<file path="src/rtl/multicycle_controller_pkg.sv">
// Shared encodings for the multi-cycle RV64 control unit: opcodes, FSM states,
// ALU operation codes, halt reasons and the decoded instruction class.
package riscv_ctrl_pkg;

  localparam logic [6:0] OP_R    = 7'b0110011;
  localparam logic [6:0] OP_LD   = 7'b0000011;
  localparam logic [6:0] OP_SD   = 7'b0100011;
  localparam logic [6:0] OP_BEQ  = 7'b1100011;
  localparam logic [6:0] OP_ADDI = 7'b0010011;

  typedef enum logic [2:0] {
    S_FETCH   = 3'd0,
    S_DECODE  = 3'd1,
    S_EXECUTE = 3'd2,
    S_MEM     = 3'd3,
    S_WB      = 3'd4,
    S_HALT    = 3'd5
  } state_t;

  typedef enum logic [1:0] {
    ALU_ADD   = 2'b00,
    ALU_SUB   = 2'b01,
    ALU_FUNCT = 2'b10
  } alu_op_t;

  typedef enum logic [1:0] {
    ERR_NONE    = 2'b00,
    ERR_ILLEGAL = 2'b01,
    ERR_TIMEOUT = 2'b10
  } err_t;

  typedef enum logic [2:0] {
    C_R    = 3'd0,
    C_LD   = 3'd1,
    C_SD   = 3'd2,
    C_BEQ  = 3'd3,
    C_ADDI = 3'd4
  } iclass_t;

  typedef struct packed {
    logic is_r;
    logic is_ld;
    logic is_sd;
    logic is_beq;
    logic is_addi;
    logic illegal;
    logic is_zero;
  } dec_t;

  function automatic logic [6:0] opcode_of(input logic [31:0] instr);
    return instr[6:0];
  endfunction

endpackage

</file>
<file path="src/rtl/multicycle_controller_if.sv">
// Datapath-facing bus of the control unit: instruction/status inputs and the
// per-phase strobes, counters and halt status.
interface multicycle_controller_if #(
  parameter int unsigned CNT_W = 32
);
  logic [31:0]      instr;
  logic             alu_zero;
  logic             dmem_ready;
  logic [2:0]       state;
  logic             ir_write;
  logic             rf_latch;
  logic             pc_write;
  logic             pc_src;
  logic             alu_src;
  logic [1:0]       alu_op;
  logic             mem_read;
  logic             mem_write;
  logic             mem_to_reg;
  logic             reg_write;
  logic             halted;
  logic [1:0]       err_code;
  logic [CNT_W-1:0] cycle_count;
  logic [CNT_W-1:0] retired_count;

  modport master (
    input  instr, alu_zero, dmem_ready,
    output state, ir_write, rf_latch, pc_write, pc_src, alu_src, alu_op,
           mem_read, mem_write, mem_to_reg, reg_write, halted, err_code,
           cycle_count, retired_count
  );

  modport slave (
    output instr, alu_zero, dmem_ready,
    input  state, ir_write, rf_latch, pc_write, pc_src, alu_src, alu_op,
           mem_read, mem_write, mem_to_reg, reg_write, halted, err_code,
           cycle_count, retired_count
  );
endinterface

</file>
<file path="src/rtl/multicycle_controller_decode.sv">
// Combinational opcode classifier; an all-zero word is reported as is_zero only.
module ctrl_decode
  import riscv_ctrl_pkg::*;
(
  input  logic [31:0] instr,
  output dec_t        dec
);

  logic [6:0] op;

  always_comb begin
    op  = opcode_of(instr);
    dec = '0;
    if (instr == '0) begin
      dec.is_zero = 1'b1;
    end else begin
      case (op)
        OP_R:    dec.is_r    = 1'b1;
        OP_LD:   dec.is_ld   = 1'b1;
        OP_SD:   dec.is_sd   = 1'b1;
        OP_BEQ:  dec.is_beq  = 1'b1;
        OP_ADDI: dec.is_addi = 1'b1;
        default: dec.illegal = 1'b1;
      endcase
    end
  end

endmodule

</file>
<file path="src/rtl/multicycle_controller.sv">
// Multi-cycle control FSM for the sequential RV64 datapath, with memory-wait
// timeout, sticky halt and saturating cycle/retire counters.
module multicycle_controller
  import riscv_ctrl_pkg::*;
#(
  parameter int unsigned CNT_W    = 32,
  parameter int unsigned MAX_WAIT = 16
) (
  input logic                     clk,
  input logic                     reset,
  multicycle_controller_if.master bus
);

  localparam int unsigned WAIT_W = $clog2(MAX_WAIT + 1);

  state_t            state_q, state_d;
  iclass_t           cls_q, cls_d;
  err_t              err_q, err_d;
  logic              rd_zero_q;
  logic [WAIT_W-1:0] wait_q;
  logic [CNT_W-1:0]  cyc_q, ret_q;
  dec_t              dec;

  logic    ir_write, rf_latch, pc_write, pc_src, alu_src;
  logic    mem_read, mem_write, mem_to_reg, reg_write;
  alu_op_t alu_op;

  ctrl_decode u_dec (
    .instr (bus.instr),
    .dec   (dec)
  );

  always_ff @(posedge clk or posedge reset) begin
    if (reset) begin
      state_q   <= S_FETCH;
      cls_q     <= C_R;
      err_q     <= ERR_NONE;
      rd_zero_q <= 1'b0;
      wait_q    <= '0;
      cyc_q     <= '0;
      ret_q     <= '0;
    end else begin
      state_q <= state_d;
      cls_q   <= cls_d;
      err_q   <= err_d;
      if (state_q == S_DECODE)
        rd_zero_q <= (bus.instr[11:7] == 5'd0);
      // EXECUTE always precedes MEM, so clearing here clears on MEM entry
      if (state_q == S_EXECUTE)
        wait_q <= '0;
      else if (state_q == S_MEM && !bus.dmem_ready)
        wait_q <= wait_q + WAIT_W'(1);
      if (state_q != S_HALT && cyc_q != '1)
        cyc_q <= cyc_q + CNT_W'(1);
      if (pc_write && ret_q != '1)
        ret_q <= ret_q + CNT_W'(1);
    end
  end

  always_comb begin
    state_d    = state_q;
    cls_d      = cls_q;
    err_d      = err_q;
    ir_write   = 1'b0;
    rf_latch   = 1'b0;
    pc_write   = 1'b0;
    pc_src     = 1'b0;
    alu_src    = 1'b0;
    alu_op     = ALU_ADD;
    mem_read   = 1'b0;
    mem_write  = 1'b0;
    mem_to_reg = 1'b0;
    reg_write  = 1'b0;

    case (state_q)
      S_FETCH: begin
        ir_write = 1'b1;
        state_d  = S_DECODE;
      end

      S_DECODE: begin
        rf_latch = 1'b1;
        if (dec.is_zero) begin
          state_d = S_HALT;
          err_d   = ERR_NONE;
        end else if (dec.illegal) begin
          state_d = S_HALT;
          err_d   = ERR_ILLEGAL;
        end else begin
          state_d = S_EXECUTE;
          if (dec.is_r)        cls_d = C_R;
          else if (dec.is_ld)  cls_d = C_LD;
          else if (dec.is_sd)  cls_d = C_SD;
          else if (dec.is_beq) cls_d = C_BEQ;
          else if (dec.is_addi) cls_d = C_ADDI;
        end
      end

      S_EXECUTE: begin
        case (cls_q)
          C_R: begin
            alu_op  = ALU_FUNCT;
            state_d = S_WB;
          end
          C_ADDI: begin
            alu_src = 1'b1;
            state_d = S_WB;
          end
          C_LD, C_SD: begin
            alu_src = 1'b1;
            state_d = S_MEM;
          end
          C_BEQ: begin
            alu_op   = ALU_SUB;
            pc_write = 1'b1;
            pc_src   = bus.alu_zero;
            state_d  = S_FETCH;
          end
          default: state_d = S_HALT;
        endcase
      end

      S_MEM: begin
        mem_read  = (cls_q == C_LD);
        mem_write = (cls_q == C_SD);
        if (bus.dmem_ready) begin
          if (cls_q == C_LD) begin
            state_d = S_WB;
          end else begin
            pc_write = 1'b1;
            state_d  = S_FETCH;
          end
        end else if (wait_q == WAIT_W'(MAX_WAIT - 1)) begin
          state_d = S_HALT;
          err_d   = ERR_TIMEOUT;
        end
      end

      S_WB: begin
        reg_write  = !rd_zero_q;
        mem_to_reg = (cls_q == C_LD);
        pc_write   = 1'b1;
        state_d    = S_FETCH;
      end

      S_HALT: state_d = S_HALT;

      default: state_d = S_FETCH;
    endcase
  end

  assign bus.state         = state_q;
  assign bus.ir_write      = ir_write;
  assign bus.rf_latch      = rf_latch;
  assign bus.pc_write      = pc_write;
  assign bus.pc_src        = pc_src;
  assign bus.alu_src       = alu_src;
  assign bus.alu_op        = alu_op;
  assign bus.mem_read      = mem_read;
  assign bus.mem_write     = mem_write;
  assign bus.mem_to_reg    = mem_to_reg;
  assign bus.reg_write     = reg_write;
  assign bus.halted        = (state_q == S_HALT);
  assign bus.err_code      = err_q;
  assign bus.cycle_count   = cyc_q;
  assign bus.retired_count = ret_q;

endmodule
</file>
<file path="src/flat_wrapper.sv">
// flat-port wrapper written by rule: the top's interface ports become plain ports
module multicycle_controller_flat import riscv_ctrl_pkg::*;
#(
  parameter int unsigned CNT_W    = 32,
  parameter int unsigned MAX_WAIT = 16
)
  (clk, reset, bus_instr, bus_alu_zero, bus_dmem_ready, bus_state, bus_ir_write, bus_rf_latch, bus_pc_write, bus_pc_src, bus_alu_src, bus_alu_op, bus_mem_read, bus_mem_write, bus_mem_to_reg, bus_reg_write, bus_halted, bus_err_code, bus_cycle_count, bus_retired_count);
  multicycle_controller_if #(.CNT_W(CNT_W)) bus_i ();
  input logic clk;
  input logic reset;
  input wire logic [$bits(bus_i.instr)-1:0] bus_instr;
  input wire logic [$bits(bus_i.alu_zero)-1:0] bus_alu_zero;
  input wire logic [$bits(bus_i.dmem_ready)-1:0] bus_dmem_ready;
  output wire logic [$bits(bus_i.state)-1:0] bus_state;
  output wire logic [$bits(bus_i.ir_write)-1:0] bus_ir_write;
  output wire logic [$bits(bus_i.rf_latch)-1:0] bus_rf_latch;
  output wire logic [$bits(bus_i.pc_write)-1:0] bus_pc_write;
  output wire logic [$bits(bus_i.pc_src)-1:0] bus_pc_src;
  output wire logic [$bits(bus_i.alu_src)-1:0] bus_alu_src;
  output wire logic [$bits(bus_i.alu_op)-1:0] bus_alu_op;
  output wire logic [$bits(bus_i.mem_read)-1:0] bus_mem_read;
  output wire logic [$bits(bus_i.mem_write)-1:0] bus_mem_write;
  output wire logic [$bits(bus_i.mem_to_reg)-1:0] bus_mem_to_reg;
  output wire logic [$bits(bus_i.reg_write)-1:0] bus_reg_write;
  output wire logic [$bits(bus_i.halted)-1:0] bus_halted;
  output wire logic [$bits(bus_i.err_code)-1:0] bus_err_code;
  output wire logic [$bits(bus_i.cycle_count)-1:0] bus_cycle_count;
  output wire logic [$bits(bus_i.retired_count)-1:0] bus_retired_count;
  assign bus_i.instr = bus_instr;
  assign bus_i.alu_zero = bus_alu_zero;
  assign bus_i.dmem_ready = bus_dmem_ready;
  assign bus_state = bus_i.state;
  assign bus_ir_write = bus_i.ir_write;
  assign bus_rf_latch = bus_i.rf_latch;
  assign bus_pc_write = bus_i.pc_write;
  assign bus_pc_src = bus_i.pc_src;
  assign bus_alu_src = bus_i.alu_src;
  assign bus_alu_op = bus_i.alu_op;
  assign bus_mem_read = bus_i.mem_read;
  assign bus_mem_write = bus_i.mem_write;
  assign bus_mem_to_reg = bus_i.mem_to_reg;
  assign bus_reg_write = bus_i.reg_write;
  assign bus_halted = bus_i.halted;
  assign bus_err_code = bus_i.err_code;
  assign bus_cycle_count = bus_i.cycle_count;
  assign bus_retired_count = bus_i.retired_count;
  multicycle_controller #(.CNT_W(CNT_W), .MAX_WAIT(MAX_WAIT)) u_core (.clk(clk), .reset(reset), .bus(bus_i));
endmodule
</file>
<file path="config.mk">
export PLATFORM = sky130hd
export DESIGN_NAME = multicycle_controller_flat
export DESIGN_NICKNAME = d
export VERILOG_FILES = /design/src/rtl/multicycle_controller_pkg.sv /design/src/rtl/multicycle_controller_if.sv /design/src/rtl/multicycle_controller_decode.sv /design/src/rtl/multicycle_controller.sv /design/src/flat_wrapper.sv
export SDC_FILE = /design/constraint.sdc
export NUM_CORES = 1
export LEC_CHECK = 0
export ABC_AREA = 1
export BUFFER_PORTS_ARGS = -buffer_cell sky130_fd_sc_hd__buf_2
export CAP_MARGIN = 20
export CORE_AREA = 4 4 147 113
export CTS_BUF_LIST = sky130_fd_sc_hd__clkbuf_2 sky130_fd_sc_hd__clkbuf_4 sky130_fd_sc_hd__clkbuf_8
export CTS_CLUSTER_SIZE = 28
export DETAILED_ROUTE_END_ITERATION = 10
export DIE_AREA = 0 0 151 117
export HOLD_SLACK_MARGIN = 0.02
export PLACE_DENSITY = 0.62
export SLEW_MARGIN = 20
export SYNTH_ARGS = -nofsm -noshare
export SYNTH_HDL_FRONTEND = slang
export SYNTH_SLANG_ARGS = --single-unit
export TNS_END_PERCENT = 10
</file>
<file path="constraint.sdc">
create_clock -name clk -period 2.7 [get_ports clk]
set_clock_uncertainty 0.15 [all_clocks]
set_input_delay 0.27 -clock clk [delete_from_list [all_inputs] [get_ports clk]]
set_output_delay 0.27 -clock clk [all_outputs]
set_load 0.1 [all_outputs]
</file>
# --- Word-level counts from Yosys, hierarchy flattened ---
# Cells that the tools add are included.
totals:
  in_bits: 36
  register_bits: 78
classes:
  n_eq_ne: 22
  bitwise_logic: 2
  mux: 43
  n_reduce_logical: 18
  add_sub_neg: 3
op_table:
  columns: ["op", "n"]
  rows:
  - ["$add A32 B1 Y32 const B", 2]
  - ["$ne A32 B32 Y1 const B", 2]
  - ["$logic_not A32 Y1", 1]
  - ["$mux W3", 10]
  - ["$mux W1", 20]
  - ["$pmux W3 S5", 1]
  - ["$eq A7 B6 Y1 const B", 2]
  - ["$eq A3 B2 Y1 const B", 4]
  - ["$mux W2", 5]
  - ["$mux W5", 2]
  - ["$eq A3 B3 Y1 const B", 3]
  - ["$pmux W3 S3", 1]
  - ["$pmux W2 S2", 2]
  - ["$reduce_and A4 Y1", 2]
  - ["$eq A7 B2 Y1 const B", 1]
  - ["$eq A7 B5 Y1 const B", 1]
  - ["$eq A7 B7 Y1 const B", 1]
  - ["$eq A3 B1 Y1 const B", 2]
  - ["$logic_not A3 Y1", 2]
  - ["$mux W6", 1]
  - ["$ne A3 B3 Y1 const B", 2]
  - ["$add A5 B1 Y5 const B", 1]
  - ["$eq A5 B4 Y1 const B", 1]
  - ["$logic_not A5 Y1", 1]
  - ["other kinds (11)", 18]

# --- Depth between registers and ports, before layout ---
logic_depth:
  ltp_word: 9
  mapped_depth: 12

# --- Modules after synthesis ---
# A second synthesis with hierarchy kept.
hier_totals:
  hier_cells: 858
  hier_area_um2: 5372.7
by_module_without_submodules:
  columns: ["mod", "cells_each", "seq_area_each_um2", "area_each_um2", "n_inst"]
  rows:
  - ["multicycle_controller", 815, 1951.9, 5190.0, 1]
  - ["ctrl_decode", 43, 0.0, 182.7, 1]

# --- Worst setup path after synthesis ---
# Ideal clock, no wire load.
synth_timing:
  path_type: "reg2out"
  startpoint: "register u_core.state_q[1] (netlist: u_core.bus.state[1])"
  endpoint: "output bus_alu_src"
  arrival_ps: 3698
  path_buffers: 0
  path_stages_with_launch: 5
  slack_ps: -1418
  required_ps: 2280
  cell_sequence: "dfrtp_1 > inv_2 > nor3_2 > inv_1 > o31ai_1"
synth_via:
  elab_chain_cells: 2
synth_rtl:
  columns: ["element", "line", "source"]
  rows:
  - ["from (decl)", "multicycle_controller.sv:16", "state_t state_q, state_d;"]
  - ["from (signal assigned)", "multicycle_controller.sv:43", "state_q <= state_d;"]
  - ["$eq A3 B2 Y1", "multicycle_controller.sv:75", "case (state_q)"]
  - ["$mux W1", "multicycle_controller.sv:75", null]
  - ["to (decl)", "flat_wrapper.sv:19", "output wire logic [$bits(bus_i.alu_src)-1:0] bus_alu_src;"]
# No other way between the ends.

# --- Worst setup path in the final report ---
layout_timing:
  startpoint: "register u_core.state_q[2] (netlist: u_core.bus.state[2])"
  endpoint: "output bus_alu_src"
# Same word-level chain as after synthesis.

==> results.md <==
- Outcome: completed
- RSZ-0062 raised after global routing: false
- Final Cell Area: 6300 um^2
- Ratio of cells with drive above 1 in the final layout: 0.162
- DIE AREA: around 18000 um^2
- Die H: 117 um
- Grt ovf: 0
- Register area: a little under 2000 um^2
- CTS Buffer Depth: 2
- CTS Hold Bufs: 3
- Vias per cell: ~4.7
- Register area share after synthesis: 0.373
- Complex-gate fraction of the synthesized area: 0.0229
- # rows: 39
- Initial core utilization: 0.346
- Fmax: 400 MHz
- Clk sinks: 78
- Warnings from Yosys: 0
- Chip width: around 150 um
- Post-Syn Nets: between 800 and 900
- Multi-input logic area: 2940 um^2
- Detailed placement HPWL: between 10 and 15 mm
- Worst hold path type: primary input to register
- Antenna cells: 0
- Antenna violations before repair: 0
- Vias: approximately 5500
- Power per Cell Area: 739 nW/um^2
- Final ANT Viol Nets: 0
- DR pass1 iterations: 5
- Peak VDD IR: about 960 uV
- Vias in the first global route: slightly below 5000
- Adder-Cell Fraction of Synth Area: 0.00956
- # IOs: ~120
- Drc violations: 0
- Period utilization: 0.925
- Synth Cell Area: 5240 um^2
- Root buffer selected by CTS: clkbuf_8
- 1st-iter DRT viols: approximately 460
- Final setup viols: 0
- Clk_lat worst skew: approximately 0.37 ns
- Leak Pwr: about 3.2 nW
- Setup crit start kind: register
- Post-synthesis area per instance: between 6 and 7 um^2
- Simple-Gate Fraction of Synth Area: 0.481
- # Max-Cap Violations: 0
- Post-synth EDFFs: 0
- CTS Buf Count: 9
- Final Hold Fails: 0
- Mux cell area share after synthesis: 0
- Worst slew margin: 0.646
- Post-Synthesis Cells: about 850
- Slew Limit Fails: 0
- First-pass GRT wire length: ~25 mm
- CTS resizes: 0
- Most frequent cells in the layout: nand2_1 (420), nor2_1 (139), buf_2 (116), dfrtp_1 (78), inv_1 (70)
- Worst Path Required: 2.28 ns
- Largest net degree at the start of global routing: 55
- Post-placement setup slack: 0.446 ns
- Nets: 1011
- Final worst setup slack: 0.202 ns
- Fill count: ~1600
- Total Wirelength: roughly 15 mm
- Final Non-Filler Cells: about 1200
- Routed length per instance: between 10 and 15 um
- H-tree depth: 3
- Final Power: about 4.7 mW
- FF+latch count, synth: 78
- Worst-Margin Slew: between 0.5 and 0.6 ns
- # port buffers: between 100 and 150
- Utilization after layout: 0.417
- DP Area: between 6000 and 7000 um^2
- Top FF cell, synth: dfrtp_1
- Placed cells: between 1000 and 1500
- Overall routing resource usage: 0.179
- GP Congestion: roughly 0.95
- Xor/xnor share of the synthesized area: 0.0452
- Tmin final: roughly 2.5 ns
- CP max FO: 7
- Core area: approximately 15000 um^2
- Cell variety after synth: 26
- Clock-pin slew on the worst setup and hold paths: about 0.09 ns
- Post-CTS Setup Bufs: 0
- Setup CP Type: register to output pin
- Async SR Flop Fraction: 1.00
- WP data arrival: about 2.1 ns
- Main combinational cell family by area after synthesis: simple AND/OR/NAND/NOR gates
- CTS tree: built
- Worst Setup End Kind: output pin
- Commonest non-fill, non-tap cell in the layout: nand2_1
- WHS: between 0.05 and 0.06 ns
- Synth-to-layout area growth: 20.3%
- Post-route setup TNS: 0 ns
sequential cells by signal, summed over array words and instances, names as in the netlist:
register,flops
u_core.bus.cycle_count,32
u_core.bus.err_code,2
u_core.bus.retired_count,32
u_core.bus.state,3
u_core.cls_q,3
u_core.rd_zero_q,1
u_core.wait_q,5
final timing paths:
| path | startpoint | end | slack (ns) | depth (start not counted) |
|---|---|---|---|---|
| setup reg to reg | u_core.bus.retired_count[0]$_DFFE_PP0P_ | u_core.bus.retired_count[2]$_DFFE_PP0P_ | 0.40 | 9 |
| hold / removal | bus_instr[5] | u_core.cls_q[1]$_DFFE_PP0P_ | 0.05 | 3 |
| min in group asynchronous | reset | u_core.bus.cycle_count[7]$_DFFE_PP0P_ | 0.29 | 3 |
| setup / recovery | u_core.bus.state[2]$_DFFE_PP0P_ | bus_alu_src | 0.20 | 4 |
| hold reg to reg | u_core.wait_q[4]$_DFFE_PP0P_ | u_core.wait_q[4]$_DFFE_PP0P_ | 0.38 | 2 |
| max in group asynchronous | reset | u_core.bus.retired_count[25]$_DFFE_PP0P_ | 1.47 | 4 |
kinds of logic (layout without fill, tap and decap cells):
kind of cell | Yosys count | count (layout)
adders and majority gates | 4 | 4
DFF | 78 | 78
and+or+nand+nor | 632 | 632
AOI/OAI and AO/OA | 22 | 22
xor gates and xnor gates | 27 | 27
buffers and inverters | 86 | 213
layer usage:
metal / part of all wire / up-vias / global-route usage
li1: - / 2834 / -
met4: 0.015 / 0 / 0.0507
met3: 0.084 / 14 / 0.0477
met1: 0.52 / 2479 / 0.278
met5: 0 / - / 0
met2: 0.38 / 192 / 0.241
worst max-delay path, cell delays in order, from the launching register on:
cell and delay [ns]:
dfrtp_1 0.47, nor3_2 0.34, inv_1 0.20, o31ai_2 0.23
buf_2 0.47
synthesized netlist by cell type (2+ instances only):
cell type,n,area [um^2]
nand3_1,46,230
dfrtp_1,78,1950
nor2_1,139,522
nor2_4,2,22.5
buf_6,4,45.0
nand2_1,420,1580
inv_2,3,11.3
ha_1,4,50.1
inv_1,71,267
buf_2,7,35.0
nand2_4,2,22.5
xnor2_1,9,78.8
nor2_2,4,25.0
xor2_1,18,158
nor3_1,7,35.0
nand4_1,4,25.0
o21ai_0,16,80.1
o31ai_1,2,15.0
a31oi_1,2,12.5
nand2_2,5,31.3
cell type report:
| cell class | instances | area share |
|---|---|---|
| clock inverters | 6 | 0.0135 |
| multi-input cells | 685 | 0.466 |
| inverters | 74 | 0.0443 |
| well taps | 205 | 0.0407 |
| repair buffers | 123 | 0.104 |
| clock buffers | 10 | 0.0218 |
| flip-flops and latches | 78 | 0.310 |
power by group:
part,internal (mW),switching (mW),total (mW)
Combinational,0.369,1.75,2.12
Sequential,1.31,0.208,1.52
Clock,0.543,0.476,1.02
Total,2.22,2.44,4.66
Power figures use the tool's default switching activity.
